$ cat src/rtl/clk_ratio_det.sv
// Divided-clock ratio detector: measures high/low run lengths of i_div_clk in the
// i_ref_clk domain and reports the locked ratio. Define CLK_RATIO_DET_SYNC_EN to add a 2-flop input synchronizer.

module clk_ratio_det #(
  parameter int RATIO_WIDTH = 4
) (
  input  logic                   i_ref_clk,
  input  logic                   i_rst_n,
  input  logic                   i_en,
  input  logic                   i_div_clk,
  output logic [RATIO_WIDTH-1:0] o_ratio,
  output logic [RATIO_WIDTH-1:0] o_high_cnt,
  output logic                   o_valid,
  output logic                   o_err,
  output logic                   o_stuck
);

  typedef enum logic [1:0] {IDLE, SYNC, HIGH, LOW} state_t;

  localparam logic [RATIO_WIDTH-1:0] CNT_MAX = '1;
  localparam logic [RATIO_WIDTH-1:0] CNT_ONE = RATIO_WIDTH'(1);
  localparam logic [RATIO_WIDTH:0]   P_MAX   = {1'b0, CNT_MAX};
  localparam logic [RATIO_WIDTH:0]   P_ONE   = (RATIO_WIDTH+1)'(1);

  logic s, s_q;

`ifdef CLK_RATIO_DET_SYNC_EN
  logic [1:0] sync_q;

  // NOTE: asynchronous active-low reset; every flop returns to a known value
  // as soon as i_rst_n falls, without waiting for a clock edge.
  always_ff @(posedge i_ref_clk or negedge i_rst_n) begin
    if (!i_rst_n) sync_q <= '0;
    else          sync_q <= {sync_q[0], i_div_clk};
  end
  assign s = sync_q[1];
`else
  assign s = i_div_clk;
`endif

  state_t                 state_q, state_d;
  logic [RATIO_WIDTH-1:0] cnt_q, cnt_d;
  logic [RATIO_WIDTH-1:0] high_q, high_d;
  logic [RATIO_WIDTH-1:0] cand_q, cand_d;
  logic                   cand_vld_q, cand_vld_d;
  logic [RATIO_WIDTH-1:0] ratio_d, high_cnt_d;
  logic                   valid_d, err_d, stuck_d;

  logic rise, fall, edge_seen, expire;
  logic [RATIO_WIDTH:0] period;
  logic well_formed;

  assign rise      = s & ~s_q;
  assign fall      = ~s & s_q;
  assign edge_seen = rise | fall;

  // Low run may equal the high run or exceed it by one (odd divide ratios).
  assign period      = {1'b0, high_q} + {1'b0, cnt_q};
  assign well_formed = (({1'b0, cnt_q} == {1'b0, high_q}) ||
                        ({1'b0, cnt_q} == ({1'b0, high_q} + P_ONE))) &&
                       (period <= P_MAX);

  // NOTE: every combinational output gets a default first, so no path can
  // leave a value unassigned and infer a latch.
  always_comb begin
    state_d    = state_q;
    cnt_d      = cnt_q;
    high_d     = high_q;
    cand_d     = cand_q;
    cand_vld_d = cand_vld_q;
    ratio_d    = o_ratio;
    high_cnt_d = o_high_cnt;
    valid_d    = o_valid;
    err_d      = 1'b0;
    stuck_d    = o_stuck;
    expire     = 1'b0;

    unique case (state_q)
      IDLE: begin
        state_d = SYNC;
        cnt_d   = CNT_ONE;
      end
      SYNC: begin
        if (rise) begin
          state_d = HIGH;
          cnt_d   = CNT_ONE;
          stuck_d = 1'b0;
        end else if (fall) begin
          cnt_d   = CNT_ONE;
          stuck_d = 1'b0;
        end else if (cnt_q == CNT_MAX) begin
          expire = 1'b1;
        end else begin
          cnt_d = cnt_q + CNT_ONE;
        end
      end
      HIGH: begin
        if (fall) begin
          state_d = LOW;
          high_d  = cnt_q;
          cnt_d   = CNT_ONE;
          stuck_d = 1'b0;
        end else if (cnt_q == CNT_MAX) begin
          expire = 1'b1;
        end else begin
          cnt_d = cnt_q + CNT_ONE;
        end
      end
      LOW: begin
        if (rise) begin
          state_d = HIGH;
          cnt_d   = CNT_ONE;
          stuck_d = 1'b0;
          if (!well_formed) begin
            err_d      = 1'b1;
            valid_d    = 1'b0;
            cand_vld_d = 1'b0;
          end else if (!cand_vld_q) begin
            cand_d     = period[RATIO_WIDTH-1:0];
            cand_vld_d = 1'b1;
          end else if (period[RATIO_WIDTH-1:0] == cand_q) begin
            valid_d    = 1'b1;
            ratio_d    = period[RATIO_WIDTH-1:0];
            high_cnt_d = high_q;
          end else begin
            err_d   = 1'b1;
            valid_d = 1'b0;
            cand_d  = period[RATIO_WIDTH-1:0];
          end
        end else if (cnt_q == CNT_MAX) begin
          expire = 1'b1;
        end else begin
          cnt_d = cnt_q + CNT_ONE;
        end
      end
      default: state_d = IDLE;
    endcase

    // Counter stays saturated after expiry so a still-stuck input keeps o_stuck set.
    if (expire) begin
      state_d    = SYNC;
      stuck_d    = 1'b1;
      valid_d    = 1'b0;
      cand_vld_d = 1'b0;
    end

    if (!i_en) begin
      state_d    = IDLE;
      cnt_d      = '0;
      high_d     = '0;
      cand_d     = '0;
      cand_vld_d = 1'b0;
      ratio_d    = '0;
      high_cnt_d = '0;
      valid_d    = 1'b0;
      err_d      = 1'b0;
      stuck_d    = 1'b0;
    end
  end

  // NOTE: sequential state uses non-blocking assignments so every register
  // samples pre-edge values, independent of statement order.
  always_ff @(posedge i_ref_clk or negedge i_rst_n) begin
    if (!i_rst_n) begin
      state_q    <= IDLE;
      s_q        <= 1'b0;
      cnt_q      <= '0;
      high_q     <= '0;
      cand_q     <= '0;
      cand_vld_q <= 1'b0;
      o_ratio    <= '0;
      o_high_cnt <= '0;
      o_valid    <= 1'b0;
      o_err      <= 1'b0;
      o_stuck    <= 1'b0;
    end else begin
      state_q    <= state_d;
      s_q        <= s;
      cnt_q      <= cnt_d;
      high_q     <= high_d;
      cand_q     <= cand_d;
      cand_vld_q <= cand_vld_d;
      o_ratio    <= ratio_d;
      o_high_cnt <= high_cnt_d;
      o_valid    <= valid_d;
      o_err      <= err_d;
      o_stuck    <= stuck_d;
    end
  end

endmodule

$ cat config.mk
export PLATFORM = sky130hd
export DESIGN_NAME = clk_ratio_det
export DESIGN_NICKNAME = d
export VERILOG_FILES = /design/src/rtl/clk_ratio_det.sv
export SDC_FILE = /design/constraint.sdc
export NUM_CORES = 1
export LEC_CHECK = 0
export BUFFER_PORTS_ARGS = -buffer_cell sky130_fd_sc_hd__buf_2
export CORE_ASPECT_RATIO = 1.4
export CORE_MARGIN = 2
export CORE_UTILIZATION = 45
export CTS_BUF_LIST = sky130_fd_sc_hd__clkbuf_16
export CTS_CLUSTER_SIZE = 28
export DETAILED_ROUTE_END_ITERATION = 12
export PLACE_DENSITY = 0.64
export REMOVE_ABC_BUFFERS = 1
export SKIP_LAST_GASP = 1
export SYNTH_ARGS = -nofsm -noshare
export SYNTH_HDL_FRONTEND = slang
export SYNTH_SLANG_ARGS = --single-unit
$ cat constraint.sdc
create_clock -name i_ref_clk -period 3.56 [get_ports i_ref_clk]
set_input_delay 0.712 -clock i_ref_clk [delete_from_list [all_inputs] [get_ports i_ref_clk]]
set_output_delay 0.712 -clock i_ref_clk [all_outputs]
set_load 0.01 [all_outputs]
==> results.toml, run 1 <==
[grt]
grt_pass1_vias = 1169
overflow = 0
track_usage = 0.190
grt_max_degree = 28
grt_first_pass_wirelength_mm = 5.46
antenna_found_initial = 0

[critical_path]
cp_slowest_stage_delay_ns = 0.46
cp-start-kind = "register"
path_max_fanout = 9
cp_top_family = "compound AO/OA/AOI/OAI gates"
cp.arrival_ns = 2.72
worstSetupPathType = "register to register"
reg2reg_setup_slack_ns = 1.03
cp.depth = 9
worstSetupEndpointType = "register"
crit_path_start = "cnt_q[0]"
r2r_cells = 9
critical_path_buf_inv_count = 1
required_ns = 3.75
timing.rr.end = "o_ratio[2]"
cp_slowest_cell = "dfrtp_1"
r2r_start = "cnt_q[0]"
path_cells = "ha_1, inv_1, fa_1, nand2b_1, a21oi_1, nor2_2, nand4_1, a211o_1, mux2i_1"
endpoint = "o_ratio[2]"

[synth]
yosysMostFrequentCell = "dfrtp_1"
synth-edff-count = 0
async_reset_ff_frac = 1.00
syn_area_per_cell_um2 = 9.44
synthesis.area_mm2 = 0.00157
syn_inst = 166
synth.area.top_cells = "dfrtp_1 (43%), mux2i_1 (9.6%), nand2_1 (6.2%)"
seq_area_frac_synth = 0.431
yosys-top-cells-count = "dfrtp_1 (27), nand2_1 (26), nor2_1 (20)"
ys_types = 33
synth_warnings = 0
synth_top_area_share = 0.431
ys_seq_elements = 27
synth_top_area_cell = "dfrtp_1"
synthFlopType = "dfrtp_1"

[power_and_ir_drop]
leakage_nw = 0.825
power_density_mw_per_mm2 = 365
ir_drop_mv = 0.262
p_total_uw = 630

[die]
fp.dieArea_mm2 = 0.00398
core_mm2 = 0.00335
dieWidth_um = 53.9
rows = 25
io_pins = 15
die_h_um = 73.8
initial_core_util = 0.468

[clocking]
cts_made_buffers = 3
cts.clk_slew.worst_paths_ns = 0.07
clk_latency_ns = 0.27
cts_sinks = 27
cts_tree = "done"
htree_levels = 1
clockBufferDepth = 2
cts_resized = 0
post-cts-setup-buffer-count = 0
cts_root_buf = "clkbuf_16"
cts_hold_buf = 0

[route]
drc_errors = 0
wl_mm = 3.24
first_iter_violations = 44
avgViaCountPerCell = 5.43
avgRoutedWirePerCell_um = 14.9
antenna_left = 0
via_count = 1184
drtPass1Iterations = 4

[cells_and_area]
drive_gt1_frac = 0.135
finish.cell_count_without_fillers = 218
nets = 190
nFillCells = 306
antenna-diode-count = 0
post-route-util = 0.516
area_growth_pct = 10.2

[sta]
slew_headroom = 0.588
min_period_over_period = 0.710
min_period_ns = 2.53
hold_ws_ns = 0.453
rsz0062_at_grt = "no"
worstMarginPinSlew_ns = 0.617
hold_violations = 0
fmax_ghz = 0.396
finalSetupViolCount = 0
fin_setup_tns_ns = 0
fin_worst_skew_ns = 0.00767
drv_slew = 0

[run]
cap_violations = 0

[place]
dp_hpwl_mm = 2.45
gp_congestion = 0.861
portBuffers = 14
placedCellCount = 214

[hold_path]
hold_class = "input port to asynchronous set/reset pin"

[outcome]
outcome = "finished, final reports clean"
[cells by family after synthesis]
logic type,after synthesis,synth area share
mux,15,0.0958
compound gates,26,0.0959
xor+xnor,12,0.0759
buf+inv,12,0.0415
simple gates,67,0.199
fa+ha+maj,7,0.0607
flops,27,0.431
[layer usage]
metal,wire (um),track usage,part of all wire
met5,0,0,0
met4,54,0.0684,0.017
met3,70,0.0183,0.022
met2,1710,0.335,0.53
met1,1410,0.234,0.43
[power by group]
| group | switching [mW] | internal (mW) | total [mW] |
|---|---|---|---|
| Clock | 0.112 | 0.153 | 0.265 |
| Sequential | 0.00816 | 0.310 | 0.319 |
| Combinational | 0.0307 | 0.0163 | 0.0470 |
[registers in the layout, summed over array words and instances, names as in the netlist]
signal	count
cnt_q	4
o_ratio	4
cand_q	4
s_q	1
o_high_cnt	4
state_q	2
o_valid	1
high_q	4
cand_vld_q	1
o_err	1
o_stuck	1
[placed cells by master (no fill, tap or decap), drive strengths merged]
cell	Yosys	layout
nor2	21	21
o21ai	7	7
nor2b	1	1
nor4	1	1
a21oi	11	11
nand4	1	1
clkbuf	2	3
a31oi	3	3
nor3	3	3
dfrtp	27	27
or3b	1	1
o22ai	1	1
nand3	8	8
a21o	1	1
ha	6	6
a211o	1	1
nor3b	1	1
nand2	26	26
buf	4	14
inv	6	6
mux2i	15	15
xnor3	1	1
a211oi	2	2
nand2b	3	3
xnor2	9	9
xor2	2	2
fa	1	1
and3	1	1
clkinvlp	0	1
[stage by stage]
stage          setup WS, ns  instance area, um^2
3_3_place_gp           1.17                 1640
4_1_cts                1.02                 1730
2_1_floorplan          1.33                 1520
5_1_grt               0.861                 1730
6_report               1.03                 1730
3_5_place_dp           1.04                 1640
[worst min path at each step]
stage                        from       endpoint  slack [ns]  depth (start not counted)
floorplan                 i_rst_n      cand_q[0]        0.42                          0
global placement       o_ratio[0]     o_ratio[0]        0.52                          2
detailed placement  o_high_cnt[2]  o_high_cnt[2]        0.53                          2
CTS                       i_rst_n        o_stuck        0.48                          1
global route              i_rst_n      high_q[1]        0.52                          1
finish                    i_rst_n            s_q        0.45                          1
[area by class of cell]
class | count | area (um^2) | area share
multi-input combinational | 127 | 826 | 0.478
sequential | 27 | 676 | 0.391
clock buffer | 3 | 75.1 | 0.0435
timing repair buffer | 14 | 70.1 | 0.0406
tap | 40 | 50.0 | 0.0290
inverter | 6 | 22.5 | 0.0130
clock inverter | 1 | 7.51 | 0.00435
Note: power is estimated with default switching activity, not from simulation.
==> run 2: changes to the inputs <==
--- a/config.mk
+++ b/config.mk
@@ -12,7 +12,7 @@
 export CTS_BUF_LIST = sky130_fd_sc_hd__clkbuf_16
 export CTS_CLUSTER_SIZE = 28
 export DETAILED_ROUTE_END_ITERATION = 12
-export PLACE_DENSITY = 0.64
+export PLACE_DENSITY = 0.67
 export REMOVE_ABC_BUFFERS = 1
 export SKIP_LAST_GASP = 1
 export SYNTH_ARGS = -nofsm -noshare
==> constraint.sdc (replaced) <==
create_clock -name i_ref_clk -period 2.2 [get_ports i_ref_clk]
set_input_delay 0.44 -clock i_ref_clk [delete_from_list [all_inputs] [get_ports i_ref_clk]]
set_output_delay 0.44 -clock i_ref_clk [all_outputs]
set_load 0.01 [all_outputs]
==> run 2 against run 1 <==
Total power grew 63%. Sequential share of layout area is 3.7 points lower. Sequential power is 61% higher. Global-route usage increased by 2.1 points. Non-clock buffer count rose by 16. Clock skew fell by 0.0023 ns. Wire length is 13% higher. Critical endpoint is now o_ratio[1].
==> results.toml, run 2 (synthesized netlist as in run 1, its figures left out) <==
[grt]
grt_max_degree = 28
track_usage = 0.211
antenna_found_initial = 0
grt_first_pass_wirelength_mm = 6.05
overflow = 0
grt_pass1_vias = 1324

[power_and_ir_drop]
leakage_nw = 0.931
p_sw_uw = 243
p_sw_frac = 0.237
clkPwrFrac = 0.408
power_density_mw_per_mm2 = 537
p_comb_frac = 0.092
seqPwrFrac = 0.500
ir_drop_mv = 0.424
p_int_uw = 783

[route]
via_count = 1299
drtPass1Iterations = 4
first_iter_violations = 57
drc_errors = 0
wl_mm = 3.65
avgRoutedWirePerCell_um = 15.5
antenna_left = 0
avgViaCountPerCell = 5.53

[sta]
min_period_over_period = 0.994
rsz0062_at_grt = "yes"
drv_slew = 0
fin_setup_tns_ns = 0
min_period_ns = 2.19
finalSetupViolCount = 0
worstMarginPinSlew_ns = 0.614
hold_violations = 0
fmax_ghz = 0.457
slew_headroom = 0.590
fin_worst_skew_ns = 0.00539

[cells_and_area]
multiInputGateArea_um2 = 891
finish.cell_count_without_fillers = 235
drive_gt1_frac = 0.256
antenna-diode-count = 0
nFillCells = 285
area_growth_pct = 21.8
final_cell_mix = "dfrtp_1 (27), nand2_1 (26), nor2_1 (19)"
nets = 207
final_common_cell = "dfrtp_1"
regArea_um2 = 676

[place]
gp_congestion = 0.886
portBuffers = 14
placedCellCount = 226
dp_hpwl_mm = 2.60

[clocking]
clockBufferDepth = 2
cts_root_buf = "clkbuf_16"
cts_made_buffers = 3
cts_hold_buf = 0
htree_levels = 1
clk_latency_ns = 0.27
cts_sinks = 27
cts.clk_slew.worst_paths_ns = 0.07
cts_tree = "done"

[critical_path]
worstSetupPathType = "register to register"
required_ns = 2.35
path_max_fanout = 4
timing.rr.end = "o_ratio[1]"
cp.arrival_ns = 2.33
reg2reg_setup_slack_ns = 0.01
worstSetupEndpointType = "register"
r2r_cells = 8
crit_path_start = "cnt_q[0]"
cp-start-kind = "register"
r2r_start = "cnt_q[0]"

[die]
core_mm2 = 0.00335
io_pins = 15
fp.dieArea_mm2 = 0.00398
die_h_um = 73.8
rows = 25
dieWidth_um = 53.9
initial_core_util = 0.468

[hold_path]
hold_class = "input port to asynchronous set/reset pin"

[run]
cap_violations = 0

[outcome]
outcome = "finished, final reports clean"
run 2: critical path, stage by stage, from the launching register on:
cell and delay, ns:
dfrtp_1 0.39, ha_2 0.20, inv_2 0.05, fa_2 0.46
xnor2_2 0.16, nor2_2 0.13, nand3_2 0.13, a211o_2 0.39
mux2i_1 0.14
run 2: worst max-delay path by stage:
stage                               end  slack, ns  depth (start not counted)
after detailed placement  o_high_cnt[1]      -0.12                          8
after CTS                 o_high_cnt[1]     -0.005                          8
after global placement    o_high_cnt[1]      -0.02                          8
final                        o_ratio[1]       0.01                          8
after global routing      o_high_cnt[2]      -0.07                          8
after floorplan           o_high_cnt[0]      -0.03                          9
run 2: stage by stage:
stage / total power, mW / hold WS [ns] / util / instance area [um^2] / setup WS (ns)
global route: 1.06 / 0.243 / 0.570 / 1910 / -0.0669
global placement: 0.604 / 0.481 / 0.518 / 1730 / -0.0242
CTS: 1.02 / 0.211 / 0.548 / 1830 / -0.00466
finish: 1.03 / 0.182 / 0.570 / 1910 / 0.0137
detailed placement: 0.607 / 0.493 / 0.518 / 1730 / -0.122
floorplan: 0.569 / 0.144 / - / 1520 / -0.0325
run 2: power groups by stage:
stage / clock network [mW] / registers [mW] / logic [mW]
final: 0.419 / 0.512 / 0.0943
after global routing: 0.439 / 0.514 / 0.107
after CTS: 0.420 / 0.512 / 0.0860
after detailed placement: 0 / 0.522 / 0.0852
after global placement: 0 / 0.521 / 0.0835
after floorplan: 0 / 0.522 / 0.0466
run 2: cell type report:
type | count | share of cell area
timing repair buffer | 30 | 0.0997
inverter | 6 | 0.0118
multi-input combinational | 128 | 0.467
tap | 40 | 0.0262
clock inverter | 1 | 0.00197
sequential | 27 | 0.354
clock buffer | 3 | 0.0393
run 2: timing repair:
action,in CTS,in global routing
setup buffers,0,4
cloned,0,1
pin swaps,0,4
resized for setup,4,8
hold endpoints to repair,0,0
setup endpoints to repair,12,12
run 2: routing by layer:
metal,vias up,part of all wire,global-route usage
li1,623,-,-
met1,629,0.39,0.245
met2,32,0.54,0.373
met3,15,0.026,0.0244
met4,0,0.037,0.0997
met5,-,0,0
